## config.mk

```make
export PLATFORM = sky130hd
export DESIGN_NAME = ccff_loader
export DESIGN_NICKNAME = d
export VERILOG_FILES = /design/src/rtl/ccff_loader_pkg.sv /design/src/rtl/ccff_loader.sv
export SDC_FILE = /design/constraint.sdc
export NUM_CORES = 1
export LEC_CHECK = 0
export ABC_AREA = 1
export ABC_CLOCK_PERIOD_IN_PS = 2300
export BUFFER_PORTS_ARGS = -buffer_cell sky130_fd_sc_hd__buf_2
export CAP_MARGIN = 20
export CELL_PAD_IN_SITES_DETAIL_PLACEMENT = 0
export CELL_PAD_IN_SITES_GLOBAL_PLACEMENT = 1
export CORE_MARGIN = 3
export CORE_UTILIZATION = 41
export DETAILED_ROUTE_END_ITERATION = 6
export PLACE_DENSITY = 0.92
export SLEW_MARGIN = 25
export SYNTH_ARGS = -nofsm -noshare
export SYNTH_HDL_FRONTEND = slang
export SYNTH_SLANG_ARGS = --single-unit
```

## constraint.sdc

```tcl
create_clock -name prog_clk -period 2.3 [get_ports prog_clk]
set_input_delay 0.69 -clock prog_clk [delete_from_list [all_inputs] [get_ports prog_clk]]
set_output_delay 0.69 -clock prog_clk [all_outputs]
set_load 0.005 [all_outputs]
```

## src/rtl/ccff_loader_pkg.sv

```systemverilog
`default_nettype none
// +----------------------------------------------------------------------------+
// | ccff_loader_pkg: state encoding and per-tile chain lengths for ccff_loader  |
// | Revision: 1.0                                                               |
// +----------------------------------------------------------------------------+
package ccff_loader_pkg;

    typedef enum logic [1:0] {
        ST_IDLE  = 2'd0,
        ST_FETCH = 2'd1,
        ST_SHIFT = 2'd2,
        ST_DONE  = 2'd3
    } state_t;

    localparam int BYTE_W             = 8;
    localparam int CHAIN_LEN_SB_1__0_ = 28;

endpackage : ccff_loader_pkg
`default_nettype wire

```

## src/rtl/ccff_loader.sv

```systemverilog
`default_nettype none
// +----------------------------------------------------------------------------+
// | ccff_loader: serialises configuration bytes LSB first into a CCFF chain     |
// | Revision: 1.0                                                               |
// +----------------------------------------------------------------------------+
module ccff_loader
    import ccff_loader_pkg::*;
#(
    parameter int CHAIN_LEN = CHAIN_LEN_SB_1__0_
) (
    input  logic                           prog_clk,
    input  logic                           pReset,
    input  logic                           start,
    input  logic [7:0]                     in_data,
    input  logic                           in_valid,
    output logic                           in_ready,
    output logic                           ccff_head,
    input  logic                           ccff_tail,
    output logic                           shift_en,
    output logic                           busy,
    output logic                           done,
    output logic                           err,
    output logic                           tail_parity,
    output logic [$clog2(CHAIN_LEN+1)-1:0] bit_cnt
);

    localparam int CNT_W = $clog2(CHAIN_LEN + 1);
    // Remaining-bit arithmetic must be wide enough to represent a full byte.
    localparam int REM_W = (CNT_W > 4) ? CNT_W : 4;
    localparam logic [CNT_W-1:0] LAST_CNT  = CNT_W'(CHAIN_LEN);
    localparam logic [REM_W-1:0] CHAIN_REM = REM_W'(CHAIN_LEN);
    localparam logic [REM_W-1:0] BYTE_REM  = REM_W'(BYTE_W);

    state_t           state_q, state_d;
    logic [7:0]       shreg_q, shreg_d;
    logic [3:0]       bits_left_q, bits_left_d;
    logic [CNT_W-1:0] bit_cnt_q, bit_cnt_d;
    logic             tail_parity_q, tail_parity_d;
    logic             err_q, err_d;
    logic [REM_W-1:0] remaining;

    always_ff @(posedge prog_clk or negedge pReset) begin
        if (!pReset) begin
            state_q       <= ST_IDLE;
            shreg_q       <= '0;
            bits_left_q   <= '0;
            bit_cnt_q     <= '0;
            tail_parity_q <= 1'b0;
            err_q         <= 1'b0;
        end else begin
            state_q       <= state_d;
            shreg_q       <= shreg_d;
            bits_left_q   <= bits_left_d;
            bit_cnt_q     <= bit_cnt_d;
            tail_parity_q <= tail_parity_d;
            err_q         <= err_d;
        end
    end

    always_comb begin
        state_d       = state_q;
        shreg_d       = shreg_q;
        bits_left_d   = bits_left_q;
        bit_cnt_d     = bit_cnt_q;
        tail_parity_d = tail_parity_q;
        err_d         = err_q;
        in_ready      = 1'b0;
        shift_en      = 1'b0;
        ccff_head     = 1'b0;
        busy          = 1'b1;
        done          = 1'b0;
        remaining     = CHAIN_REM - REM_W'(bit_cnt_q);

        if (start && (state_q != ST_IDLE)) begin
            err_d = 1'b1;
        end

        case (state_q)
            ST_IDLE: begin
                busy = 1'b0;
                if (start) begin
                    state_d       = ST_FETCH;
                    bit_cnt_d     = '0;
                    tail_parity_d = 1'b0;
                    err_d         = 1'b0;
                end
            end
            ST_FETCH: begin
                in_ready = 1'b1;
                if (in_valid) begin
                    shreg_d     = in_data;
                    // Final partial byte: only the bits still owed to the chain are shifted.
                    bits_left_d = (remaining < BYTE_REM) ? remaining[3:0] : 4'd8;
                    state_d     = ST_SHIFT;
                end
            end
            ST_SHIFT: begin
                shift_en      = 1'b1;
                ccff_head     = shreg_q[0];
                shreg_d       = {1'b0, shreg_q[7:1]};
                bit_cnt_d     = bit_cnt_q + 1'b1;
                bits_left_d   = bits_left_q - 4'd1;
                tail_parity_d = tail_parity_q ^ ccff_tail;
                if (bit_cnt_q == (LAST_CNT - 1'b1)) begin
                    state_d = ST_DONE;
                end else if (bits_left_q == 4'd1) begin
                    state_d = ST_FETCH;
                end
            end
            ST_DONE: begin
                done    = 1'b1;
                state_d = ST_IDLE;
            end
            default: begin
                state_d = ST_IDLE;
            end
        endcase
    end

    assign err         = err_q;
    assign tail_parity = tail_parity_q;
    assign bit_cnt     = bit_cnt_q;

endmodule : ccff_loader
`default_nettype wire
```

# [After elaboration in Yosys (flattened, before gate mapping)]
# Cells that the tools add are included.
[op_classes] bitwise_logic=1 reduce_logical=8 add_sub_neg=3 mul=0 div_mod_pow=0 muxes=22 n_lt_le_gt_ge=1 eq_ne=8 n_shift=0
[ops] op="$pmux W8 S2" n=1
[ops] op="$pmux W5 S2" n=1
[ops] op="$mux W1" n=9
[ops] op="$mux W2" n=4
[ops] op="$mux W4" n=2
[ops] op="$mux W8" n=1
[ops] op="$pmux W2 S4" n=1
[ops] op="$pmux W4 S2" n=1
[ops] op="$reduce_bool A2 Y1" n=3
[ops] op="$add A5 B1 Y5 const B" n=1
[ops] op="$eq A5 B5 Y1 const B" n=1
[ops] op="$lt A5 B4 Y1 const B" n=1
[ops] op="$mux W5" n=1
[ops] op="$sub A5 B5 Y5 const A" n=1
[ops] op="$eq A2 B2 Y1 const B" n=2
[ops] op="$eq A4 B1 Y1 const B" n=1
[ops] op="$ne A2 B2 Y1 const B" n=2
[ops] op="$reduce_and A2 Y1" n=2
[ops] op="$sub A4 B1 Y4 const B" n=1
[ops] op="$ne A3 B3 Y1 const B" n=1
[ops] op="$reduce_and A3 Y1" n=1
[ops] op="$eq A2 B1 Y1 const B" n=1
[ops] op="$logic_not A2 Y1" n=1
[ops] op="$pmux W1 S2" n=1
[ops] op="2 further kinds" n=2
[word_totals] regBits=21 rom_bits=0 latchBits=0 n_memories=0 inputBits=13 ram_bits=0

# [Longest topological paths before layout]
[logic_depth] depth_word=5 mapped_depth=9 mapped_depth_nobuf=9

# [Least setup slack after synthesis]
# OpenSTA, ideal clock, no wires.
[synth_path] path_type="register -> output" from="reg state_q[0]" to="out shift_en" path_buffers=1 path_stages_with_launch=3 path_slack_ns=0.796 t_arrival_ns=0.814 required_ns=1.610 cell_sequence="dfrtp_1 -> nor2_4 -> buf_2"
[synth_between] elab_chain_len=2
[synth_lines] element="start: declaration" line_no="ccff_loader.sv:34" source="state_t state_q, state_d;"
[synth_lines] element="start signal: assignment" line_no="ccff_loader.sv:51" source="state_q <= state_d;"
[synth_lines] element="$eq A2 B2 Y1" line_no="ccff_loader.sv:78" source="case (state_q)"
[synth_lines] element="$mux W1" line_no="ccff_loader.sv:78"
[synth_lines] element="end: declaration" line_no="ccff_loader.sv:19" source="output logic shift_en,"
# Every way passes these cells.

# [Worst setup path after layout]
[layout_path] from="reg state_q[0]" to="out ccff_head"
[layout_between] elab_chain_len=2
[layout_lines] element="$eq A2 B2 Y1" line_no="ccff_loader.sv:78"
[layout_lines] element="$mux W1" line_no="ccff_loader.sv:78"
[layout_lines] element="end: declaration" line_no="ccff_loader.sv:17" source="output logic ccff_head,"
# Every way passes these cells.

==> reports/metrics.csv <==
stage,metric,value,unit
run_status,outcome,"complete, no violations",
sta,Setup Skew,10.06,ps
yosys,mean post-synth cell area,7.967,µm²
die,I/O pins,25,
layout,# fillers,270,
clock_tree,Root Buffer,clkbuf_4,
clock_tree,Clock Tree Buf Depth,2,
layout,fraction of layout cells with a size suffix above 1,22.54,%
route,Routed WL,2379,µm
clock_tree,"Setup Fix Bufs, Post-CTS",0,
worst_setup_path,CP endpoint kind,primary output,
layout,Layout Area Growth over Synthesis,14.96,%
sta,Worst Tran Pin Value,483.8,ps
sta,fmax,492.8,MHz
clock_tree,Worst-Skew Late Latency,310,ps
sta,relative slew slack,67.75,%
worst_setup_path,crit path DAT,1340,ps
place,DP Area,1319,µm²
layout,"Design Area, Final",1346,µm²
worst_setup_path,r2r startpoint,bit_cnt[0],
clock_tree,CTS-repair resized insts,0,
grt,vias in the first global route,985,
place,PortBufs,24,
power,Clk pwr share,11.3,%
clock_tree,clk slew on worst S/H paths,120,ps
route,# DRC,0,
yosys,yosys warns,0,
worst_setup_path,"Req. time, crit path",1610,ps
route,Avg WL per Cell,11.72,µm
grt,GRT overflow,0,
place,HPWL after DPL,1877,µm
clock_tree,hold_buf cts,0,
clock_tree,total CTS buffers,3,
sta,RSZ-0062 raised after global routing,no,
die,Initial Utilization,45.22,%
sta,final setup fails,0,
yosys,share of the synthesized area in the top cell type,44.87,%
power,Combinational Power Share,48.4,%
power,Lkg Pwr,0.7131,nW
sta,fin crit share,88.23,%
worst_setup_path,r2r endpoint,bits_left_q[3],
die,Rows,18,
worst_setup_path,maximum fanout along the worst path,10,
grt,antenna violations before repair,0,
route,Iter 0 DRT Violations,28,
layout,Storage cell area,525.5,µm²
route,Final ANT Viol Nets,0,
yosys,Area contributors post-synth,"dfrtp_1, nand2_1, nor2_1, inv_1, nand3_1",
yosys,Synth area leader,dfrtp_1,
route,DR vias/cell,4.847,
worst_setup_path,reg2reg setup slack,830,ps
power,internal power,0.8992,mW
yosys,Post-Synthesis Cells,147,
clock_tree,TritonCTS clock tree,yes,
yosys,Syn Nets,164,
layout,# nets final,191,
layout,ANT cells,0,
route,Detailed Routing Iterations Pass 1,4,
die,chip height,59.45,µm
yosys,synthesized area,1171,µm²
yosys,"flops & latches, synth",21,
die,Die Area,3534,µm²
layout,Util after Layout,51.98,%
sta,Final min period,2029,ps
place,GPL Wtd Cong,0.7827,
sta,fin. max-slew vios,0,
grt,Total GRT Usage,15.60,%
clock_tree,H-tree depth,1,
power,sw frac,43.36,%
power,power per cell area,1179,nW/µm²
worst_setup_path,Reg2Reg Depth,8,
die,die span in x,59.45,µm
yosys,sequential fraction of the synthesis area,44.87,%
power,Sequential Power Share,40.3,%
power,NetSw,0.6885,mW
worst_setup_path,CP startpoint,state_q[0],
power,Peak VDD IR,0.7046,mV
die,Core Region,2590,µm²
clock_tree,Sink Count,21,
layout,multi-input logic area,534.3,µm²
worst_setup_path,CP startpoint kind,register,
sta,setup tns final,0,ps
yosys,Synth cell types,25,
grt,first-pass GRT wire length,4236,µm
run,MaxCap Viol Count,0,
sta,Final Hold Viols,0,
worst_setup_path,critical path class,reg -> out,
worst_hold_path,Hold WC Path Type,in -> async,
route,vias post-DR,984,
grt,largest net degree at the start of global routing,22,
-- worst max-delay path, stage by stage, from the launching register on --
cell	delay [ps]
dfrtp_1	450
nor2_4	260
inv_4	120
nor2_1	90
buf_2	110
-- logic make-up after synthesis --
kind of cell / Yosys count / synth area share [%]
XOR/XNOR: 3 / 2.244
multiplexers: 2 / 1.709
adder cells (fa/ha/maj): 4 / 4.274
AO/OA/AOI/OAI: 17 / 8.653
AND/OR/NAND/NOR: 74 / 28.74
flip-flops: 21 / 44.87
buffers and inverters: 26 / 9.509
-- through the flow --
| step | power (mW) | setup slack (ps) | std cells | hold slack [ps] |
|---|---|---|---|---|
| 4_1_cts | 1.614 | 236.8 | 203 | 328.1 |
| 6_report | 1.588 | 270.7 | 203 | 324.8 |
| 3_5_place_dp | 1.431 | 599.1 | 199 | 461.3 |
| 2_1_floorplan | 1.209 | 795.6 | 147 | 394.4 |
| 3_3_place_gp | 1.388 | 620.3 | 199 | 446.6 |
| 5_1_grt | 1.767 | 111.1 | 203 | 341.7 |
-- metal layers --
| layer | GRT usage (%) | up-vias | wire (µm) |
|---|---|---|---|
| met5 | 0 | - | 0 |
| met1 | 20.46 | 443 | 1160 |
| li1 | - | 522 | - |
| met3 | 1.961 | 2 | 94 |
| met2 | 26.05 | 17 | 1108 |
| met4 | 5.825 | 0 | 14 |
-- sequential cells by signal, indices dropped and copies added, names as in the netlist, named ones only --
register / count
shreg_q: 8
bit_cnt: 5
bits_left_q: 4
state_q: 2
tail_parity: 1
-- Yosys cell counts --
| master | instances |
|---|---|
| a21oi_1 | 3 |
| a21oi_2 | 1 |
| a22o_1 | 1 |
| buf_2 | 2 |
| buf_4 | 1 |
| dfrtp_1 | 21 |
| ha_1 | 4 |
| inv_1 | 17 |
| inv_2 | 3 |
| inv_4 | 3 |
| mux2i_1 | 2 |
| nand2_1 | 37 |
| nand2_4 | 1 |
| nand2_8 | 1 |
| nand3_1 | 11 |
| nand3b_1 | 1 |
| nand4_1 | 4 |
| nor2_1 | 18 |
| nor2_4 | 1 |
| o211ai_1 | 2 |
| o21ai_0 | 3 |
| o21ai_1 | 4 |
| o22ai_1 | 3 |
| xnor2_1 | 2 |
| xor2_1 | 1 |
-- how the worst max path moves through the flow --
stage,end,slack [ps],cells past startpoint
floorplan,shift_en,800,2
detailed placement,ccff_head,600,4
CTS,ccff_head,240,4
finish,ccff_head,270,4
global placement,ccff_head,620,4
global route,ccff_head,110,4
-- layout by cell type, fill, tap and decap left out --
| cell type | n |
|---|---|
| a21oi_1 | 3 |
| a21oi_2 | 1 |
| a22o_1 | 1 |
| buf_2 | 24 |
| buf_4 | 1 |
| clkbuf_4 | 3 |
| clkinv_2 | 1 |
| dfrtp_1 | 21 |
| ha_1 | 4 |
| inv_1 | 17 |
| inv_2 | 3 |
| inv_4 | 3 |
| mux2i_1 | 2 |
| nand2_1 | 37 |
| nand2_4 | 1 |
| nand2_8 | 1 |
| nand3_1 | 11 |
| nand3b_1 | 1 |
| nand4_1 | 4 |
| nor2_1 | 18 |
| nor2_4 | 1 |
| o211ai_1 | 2 |
| o21ai_0 | 3 |
| o21ai_1 | 4 |
| o22ai_1 | 3 |
| xnor2_1 | 2 |
| xor2_1 | 1 |
-- final cells by class --
| class | count | area share (%) |
|---|---|---|
| sequential | 21 | 39.03 |
| timing repair buffer | 25 | 9.480 |
| inverter | 23 | 6.970 |
| clock buffer | 3 | 1.673 |
| tap | 30 | 2.788 |
| clock inverter | 1 | 0.3717 |
| multi-input combinational | 100 | 39.68 |
-- power groups by stage --
stage	logic, mW	registers (mW)	clock network, mW
after floorplan	0.588	0.621	0
after global placement	0.749	0.639	0
after detailed placement	0.781	0.650	0
after CTS	0.783	0.642	0.189
after global routing	0.895	0.671	0.201
final	0.769	0.640	0.179
(Power assumes the default switching activity.)
